==> src/rtl/tlb_write_ctrl.sv <==
// tlb_write_ctrl
// Executes TLBWR / TLBFILL: captures the CSR view of a TLB entry at command
// accept, presents it to the TLB array over a valid/ready write port, and
// pulses done once the array has taken it. TLBFILL targets come from an
// internal round-robin fill pointer; TLBWR targets come from TLBIDX.Index.

module tlb_write_ctrl #(
    parameter int TLBNUM = 16,
    parameter int IDX_W  = $clog2(TLBNUM)
) (
    input  logic             clk,
    input  logic             rst_n,

    // command side (commit-stage TLB instruction issue)
    input  logic             cmd_valid,
    output logic             cmd_ready,
    input  logic             cmd_is_fill,
    input  logic [31:0]      csr_tlbehi,
    input  logic [31:0]      csr_tlbelo0,
    input  logic [31:0]      csr_tlbelo1,
    input  logic [31:0]      csr_tlbidx,
    input  logic [9:0]       csr_asid,
    input  logic [5:0]       csr_ecode,

    // TLB array write port
    output logic             wr_valid,
    input  logic             wr_ready,
    output logic [IDX_W-1:0] wr_index,
    output logic             wr_e,
    output logic [18:0]      wr_vppn,
    output logic [5:0]       wr_ps,
    output logic             wr_g,
    output logic [9:0]       wr_asid,
    output logic [19:0]      wr_ppn0,
    output logic [19:0]      wr_ppn1,
    output logic [5:0]       wr_flags0,
    output logic [5:0]       wr_flags1,

    output logic             done
);

    localparam logic [5:0] ECODE_TLBR = 6'h3F;

    typedef enum logic [1:0] {
        ST_IDLE  = 2'd0,
        ST_WRITE = 2'd1,
        ST_DONE  = 2'd2
    } state_t;

    state_t           state_q, state_d;
    logic [IDX_W-1:0] fill_ptr_q, fill_ptr_d;
    logic             is_fill_q, is_fill_d;

    // captured entry; these registers are the wr_* outputs themselves
    logic [IDX_W-1:0] index_q, index_d;
    logic             e_q, e_d;
    logic [18:0]      vppn_q, vppn_d;
    logic [5:0]       ps_q, ps_d;
    logic             g_q, g_d;
    logic [9:0]       asid_q, asid_d;
    logic [19:0]      ppn0_q, ppn0_d;
    logic [19:0]      ppn1_q, ppn1_d;
    logic [5:0]       flags0_q, flags0_d;
    logic [5:0]       flags1_q, flags1_d;

    logic cmd_accept;
    logic wr_fire;

    // CSR fields that have no place in a TLB entry
    logic unused_csr_bits;
    assign unused_csr_bits = ^{csr_tlbehi[12:0], csr_tlbelo0[31:28], csr_tlbelo0[7],
                               csr_tlbelo1[31:28], csr_tlbelo1[7], csr_tlbidx[30],
                               csr_tlbidx[23:IDX_W]};

    assign cmd_accept = cmd_valid & cmd_ready;
    assign wr_fire    = wr_valid & wr_ready;

    // State register; reset leaves the controller idle and ready.
    always_ff @(posedge clk or negedge rst_n) begin
        // NOTE: sequential state uses non-blocking assignments so every flop
        // samples the pre-edge value of every other flop.
        if (!rst_n) state_q <= ST_IDLE;
        else        state_q <= state_d;
    end

    // Next-state logic: IDLE -> WRITE -> DONE -> IDLE.
    always_comb begin
        // NOTE: a default before the case keeps this purely combinational;
        // any path that skips the assignment would otherwise infer a latch.
        state_d = state_q;
        case (state_q)
            ST_IDLE:  if (cmd_accept) state_d = ST_WRITE;
            ST_WRITE: if (wr_fire)    state_d = ST_DONE;
            ST_DONE:                  state_d = ST_IDLE;
            default:                  state_d = ST_IDLE;
        endcase
    end

    // Output decode: handshake qualifiers and the done pulse come straight
    // from the state register, so a reset during WRITE drops wr_valid at once.
    always_comb begin
        cmd_ready = 1'b0;
        wr_valid  = 1'b0;
        done      = 1'b0;
        case (state_q)
            ST_IDLE:  cmd_ready = 1'b1;
            ST_WRITE: wr_valid  = 1'b1;
            ST_DONE:  done      = 1'b1;
            default:  ;
        endcase
    end

    // Entry capture: load everything on accept, hold otherwise, so CSR
    // changes after the command are invisible to the array.
    always_comb begin
        is_fill_d = is_fill_q;
        index_d   = index_q;
        e_d       = e_q;
        vppn_d    = vppn_q;
        ps_d      = ps_q;
        g_d       = g_q;
        asid_d    = asid_q;
        ppn0_d    = ppn0_q;
        ppn1_d    = ppn1_q;
        flags0_d  = flags0_q;
        flags1_d  = flags1_q;
        if (cmd_accept) begin
            is_fill_d = cmd_is_fill;
            index_d   = cmd_is_fill ? fill_ptr_q : csr_tlbidx[IDX_W-1:0];
            // during TLB refill the written entry must exist regardless of NE
            e_d       = (csr_ecode == ECODE_TLBR) ? 1'b1 : ~csr_tlbidx[31];
            vppn_d    = csr_tlbehi[31:13];
            ps_d      = csr_tlbidx[29:24];
            g_d       = csr_tlbelo0[6] & csr_tlbelo1[6];
            asid_d    = csr_asid;
            ppn0_d    = csr_tlbelo0[27:8];
            ppn1_d    = csr_tlbelo1[27:8];
            flags0_d  = csr_tlbelo0[5:0];
            flags1_d  = csr_tlbelo1[5:0];
        end
    end

    // Entry holding registers.
    always_ff @(posedge clk or negedge rst_n) begin
        if (!rst_n) begin
            is_fill_q <= 1'b0;
            index_q   <= '0;
            e_q       <= 1'b0;
            vppn_q    <= '0;
            ps_q      <= '0;
            g_q       <= 1'b0;
            asid_q    <= '0;
            ppn0_q    <= '0;
            ppn1_q    <= '0;
            flags0_q  <= '0;
            flags1_q  <= '0;
        end else begin
            is_fill_q <= is_fill_d;
            index_q   <= index_d;
            e_q       <= e_d;
            vppn_q    <= vppn_d;
            ps_q      <= ps_d;
            g_q       <= g_d;
            asid_q    <= asid_d;
            ppn0_q    <= ppn0_d;
            ppn1_q    <= ppn1_d;
            flags0_q  <= flags0_d;
            flags1_q  <= flags1_d;
        end
    end

    // Fill pointer advances only when a FILL write is actually taken;
    // TLBNUM is a power of two so the increment wraps naturally.
    always_comb begin
        fill_ptr_d = fill_ptr_q;
        if (wr_fire && is_fill_q) fill_ptr_d = fill_ptr_q + IDX_W'(1);
    end

    // Fill pointer register.
    always_ff @(posedge clk or negedge rst_n) begin
        if (!rst_n) fill_ptr_q <= '0;
        else        fill_ptr_q <= fill_ptr_d;
    end

    assign wr_index  = index_q;
    assign wr_e      = e_q;
    assign wr_vppn   = vppn_q;
    assign wr_ps     = ps_q;
    assign wr_g      = g_q;
    assign wr_asid   = asid_q;
    assign wr_ppn0   = ppn0_q;
    assign wr_ppn1   = ppn1_q;
    assign wr_flags0 = flags0_q;
    assign wr_flags1 = flags1_q;

endmodule

==> config.mk <==
export PLATFORM = sky130hd
export DESIGN_NAME = tlb_write_ctrl
export DESIGN_NICKNAME = d
export VERILOG_FILES = /design/src/rtl/tlb_write_ctrl.sv
export SDC_FILE = /design/constraint.sdc
export NUM_CORES = 1
export LEC_CHECK = 0
export CORE_AREA = 3 3 122 124
export DETAILED_ROUTE_END_ITERATION = 10
export DIE_AREA = 0 0 125 127
export RECOVER_POWER = 100
export SETUP_SLACK_MARGIN = 0.02
export SLEW_MARGIN = 20
export SYNTH_ARGS = -nofsm -noshare
export SYNTH_HDL_FRONTEND = slang
export SYNTH_SLANG_ARGS = --single-unit
==> constraint.sdc <==
create_clock -name clk -period 2.31 [get_ports clk]
set_clock_uncertainty 0.1 [all_clocks]
set_input_delay 0.3465 -clock clk [delete_from_list [all_inputs] [get_ports clk]]
set_output_delay 0.3465 -clock clk [all_outputs]
set_load 0.01 [all_outputs]
==> results.cfg <==
[cts]
cts_tree = done
insertion_delay_ns = 0.34
clock_path_buffers = 2
cts_root_buf = clkbuf_16
postCtsResizedCells = 0
clkSinkCount = 100
clk_pin_slew_ns = 0.07
cts_buffers = 9
cts_max_level = 3

[timing]
finalCritPeriodShare = 0.916
fin_ws_ns = 0.194
tns_ns = 0
rsz0062_at_grt = no
clock.fmax_mhz = 473
finalSetupViolCount = 0
hold_viol_final = 0
max-slew-margin-rel = 0.264
period_needed_ns = 2.12
report.final.slew_viol_count = 0
worst_pin_slew_ns = 1.10

[power_and_ir_drop]
p_comb_frac = 0.381
pwr-share-clk = 0.212
seqPwrFrac = 0.407
vdd_drop_max_mv = 0.612
p_int_mw = 4.90
p_leak_nw = 2.59
power_density_mw_per_mm2 = 1110
switching_share = 0.301
netSwitchingPower_mw = 2.11

[grt]
grt_max_degree = 61
grt_pass1_wl_um = 15500
grt_pass1_vias = 2945
overflow = 0
grt.total_usage = 0.123
antenna_found_initial = 0

[floorplan]
initial_core_util = 0.276
die_x_um = 125
die_y_um = 127
boundaryPins = 245
rows = 43
die_area_mm2 = 0.0159
core_mm2 = 0.0139

[synthesis]
ys_seq_area_frac = 0.653
synth_nets = 384
synth_seq_cells = 100
yosysTopAreaCell = dfrtp_1
synthCells = 234
syn_avg_cell_area_um2 = 16.4
ys_types = 25
synth.area.top_cells = dfrtp_1 (65%), mux2_1 (26%), buf_6 (2.3%), mux2i_1 (1.0%), nor2_1 (0.59%)
synth-warning-count = 0
synth_top_area_frac = 0.653
syn-cell-area_mm2 = 0.00383

[worst_setup_path]
end_kind = output port
cp.arrival_ns = 1.67
crit_chain = nor2b_1, dlygate4sd3_1
cp-start-kind = register
critPathMaxFanout = 5
cp_slowest_cell = dlygate4sd3_1
required_ns = 1.86
cpPeakStageDelay_ns = 0.65
reg2reg_depth = 3
critPathKind = reg2out

[layout]
nNetsFinal = 589
final_common_cell = clkdlybuf4s50_1
area_growth_pct = 63.9
mostFrequentLayoutCells = clkdlybuf4s50_1 (103), dfrtp_1 (100), dlygate4sd3_1 (97)
diodes = 0
fill_cells = 1247
layout-drive-gt1-share = 0.0495
ff_latch_area_mm2 = 0.00250
multi_input_area_mm2 = 0.00122
design_area_mm2 = 0.00628

[detailed_routing]
postRouteAntennaNets = 0
num_vias = 2648
routed_wl_um = 9320
routed_via_density = 4.24
drtIter0Drc = 93
drc = 0
firstDrtPassIters = 4
wl_per_cell_um = 14.9

[run]
maxCapViolations = 0

[worst_hold_path]
hp-class = reg2reg
whs_path_depth = 1

[outcome]
status = finished clean

[placed_design]
post_dp_cell_area_mm2 = 0.00603
place_congestion = 0.718
io_buffers = 200
dp_slack_ns = 0.229
dpl.hpwl_um = 7000
synth_stat cells, drive strengths merged:
library cell / count
xor2: 1
mux2: 89
a31oi: 1
nor2b: 2
and2: 1
inv: 2
buf: 12
ha: 1
and4b: 1
nand2: 1
mux2i: 4
and4: 1
nor3b: 1
dfrtp: 100
a21oi: 4
nand4: 1
o21ai: 1
a21o: 1
nor2: 6
nand3: 2
xnor2: 2
repair_timing:
action | CTS | global route
hold buffers | 1 | 0
hold endpoints to repair | 42 | 0
buffers inserted | 0 | 0
power by group through the flow:
stage / Combinational [mW] / Clock (mW) / Sequential [mW]
2_1_floorplan: 0.797 / 0 / 3.23
3_3_place_gp: 3.00 / 0 / 2.89
3_5_place_dp: 3.02 / 0 / 2.93
4_1_cts: 3.04 / 1.56 / 2.90
5_1_grt: 2.90 / 1.63 / 2.97
6_report: 2.67 / 1.48 / 2.85
layer usage:
| metal | part of all wire | GRT usage | vias to the layer above | wire [um] |
|---|---|---|---|---|
| li1 | - | - | 1221 | - |
| met1 | 0.42 | 0.149 | 1281 | 3930 |
| met2 | 0.46 | 0.190 | 133 | 4310 |
| met3 | 0.099 | 0.0602 | 13 | 927 |
| met4 | 0.016 | 0.0459 | 0 | 153 |
| met5 | 0 | 0 | - | 0 |
sequential cells by signal (all words and copies together), names as in the netlist:
name and count:
wr_asid 10, wr_vppn 19, wr_flags0 6, wr_flags1 6
wr_ppn1 20, wr_ppn0 20, is_fill_q 1, wr_e 1
state_q 2, wr_index 4, fill_ptr_q 4, wr_g 1
wr_ps 6
worst max-delay path, delay by kind of cell (launching register included):
kind	cells	cell delay, ns
buffers and inverters	1	0.65
DFF	1	0.44
and+or+nand+nor	1	0.23
cell type report:
| cell class | count | area share |
|---|---|---|
| Clock buffer | 9 | 0.0358 |
| Clock inverter | 7 | 0.0108 |
| Inverter | 2 | 0.00119 |
| Multi-Input combinational cell | 120 | 0.194 |
| Sequential cell | 100 | 0.398 |
| Tap cell | 180 | 0.0358 |
| Timing Repair Buffer | 206 | 0.324 |
kinds of logic (layout without fill, tap and decap cells):
| family | Yosys count | count (layout) | synth area share |
|---|---|---|---|
| DFF | 100 | 100 | 0.653 |
| muxes | 93 | 93 | 0.272 |
| and+or+nand+nor | 16 | 16 | 0.0242 |
| buffers and inverters | 14 | 224 | 0.0310 |
| AOI/OAI and AO/OA | 7 | 7 | 0.0101 |
| xor gates and xnor gates | 3 | 3 | 0.00686 |
| adders and majority gates | 1 | 1 | 0.00326 |
per-stage QoR:
step                hold WS (ns)   util  power (mW)  std cells
floorplan                -0.0491      -        4.03        234
global placement           0.293  0.434        5.89        607
detailed placement         0.287  0.434        5.95        607
CTS                        0.383  0.456        7.50        624
global route               0.399  0.453        7.50        624
finish                     0.375  0.453        7.01        624
path summary, 6_finish.rpt:
path                               start            end  slack [ns]
min in group asynchronous          rst_n    wr_ppn0[16]        0.65
max                           state_q[0]       wr_valid        0.19
max in group asynchronous          rst_n     wr_asid[5]        0.43
min                        fill_ptr_q[3]  fill_ptr_q[3]        0.38
min reg2reg                fill_ptr_q[3]  fill_ptr_q[3]        0.38
max reg2reg                   state_q[0]     wr_ppn1[4]        0.26
(Power assumes the default switching activity.)
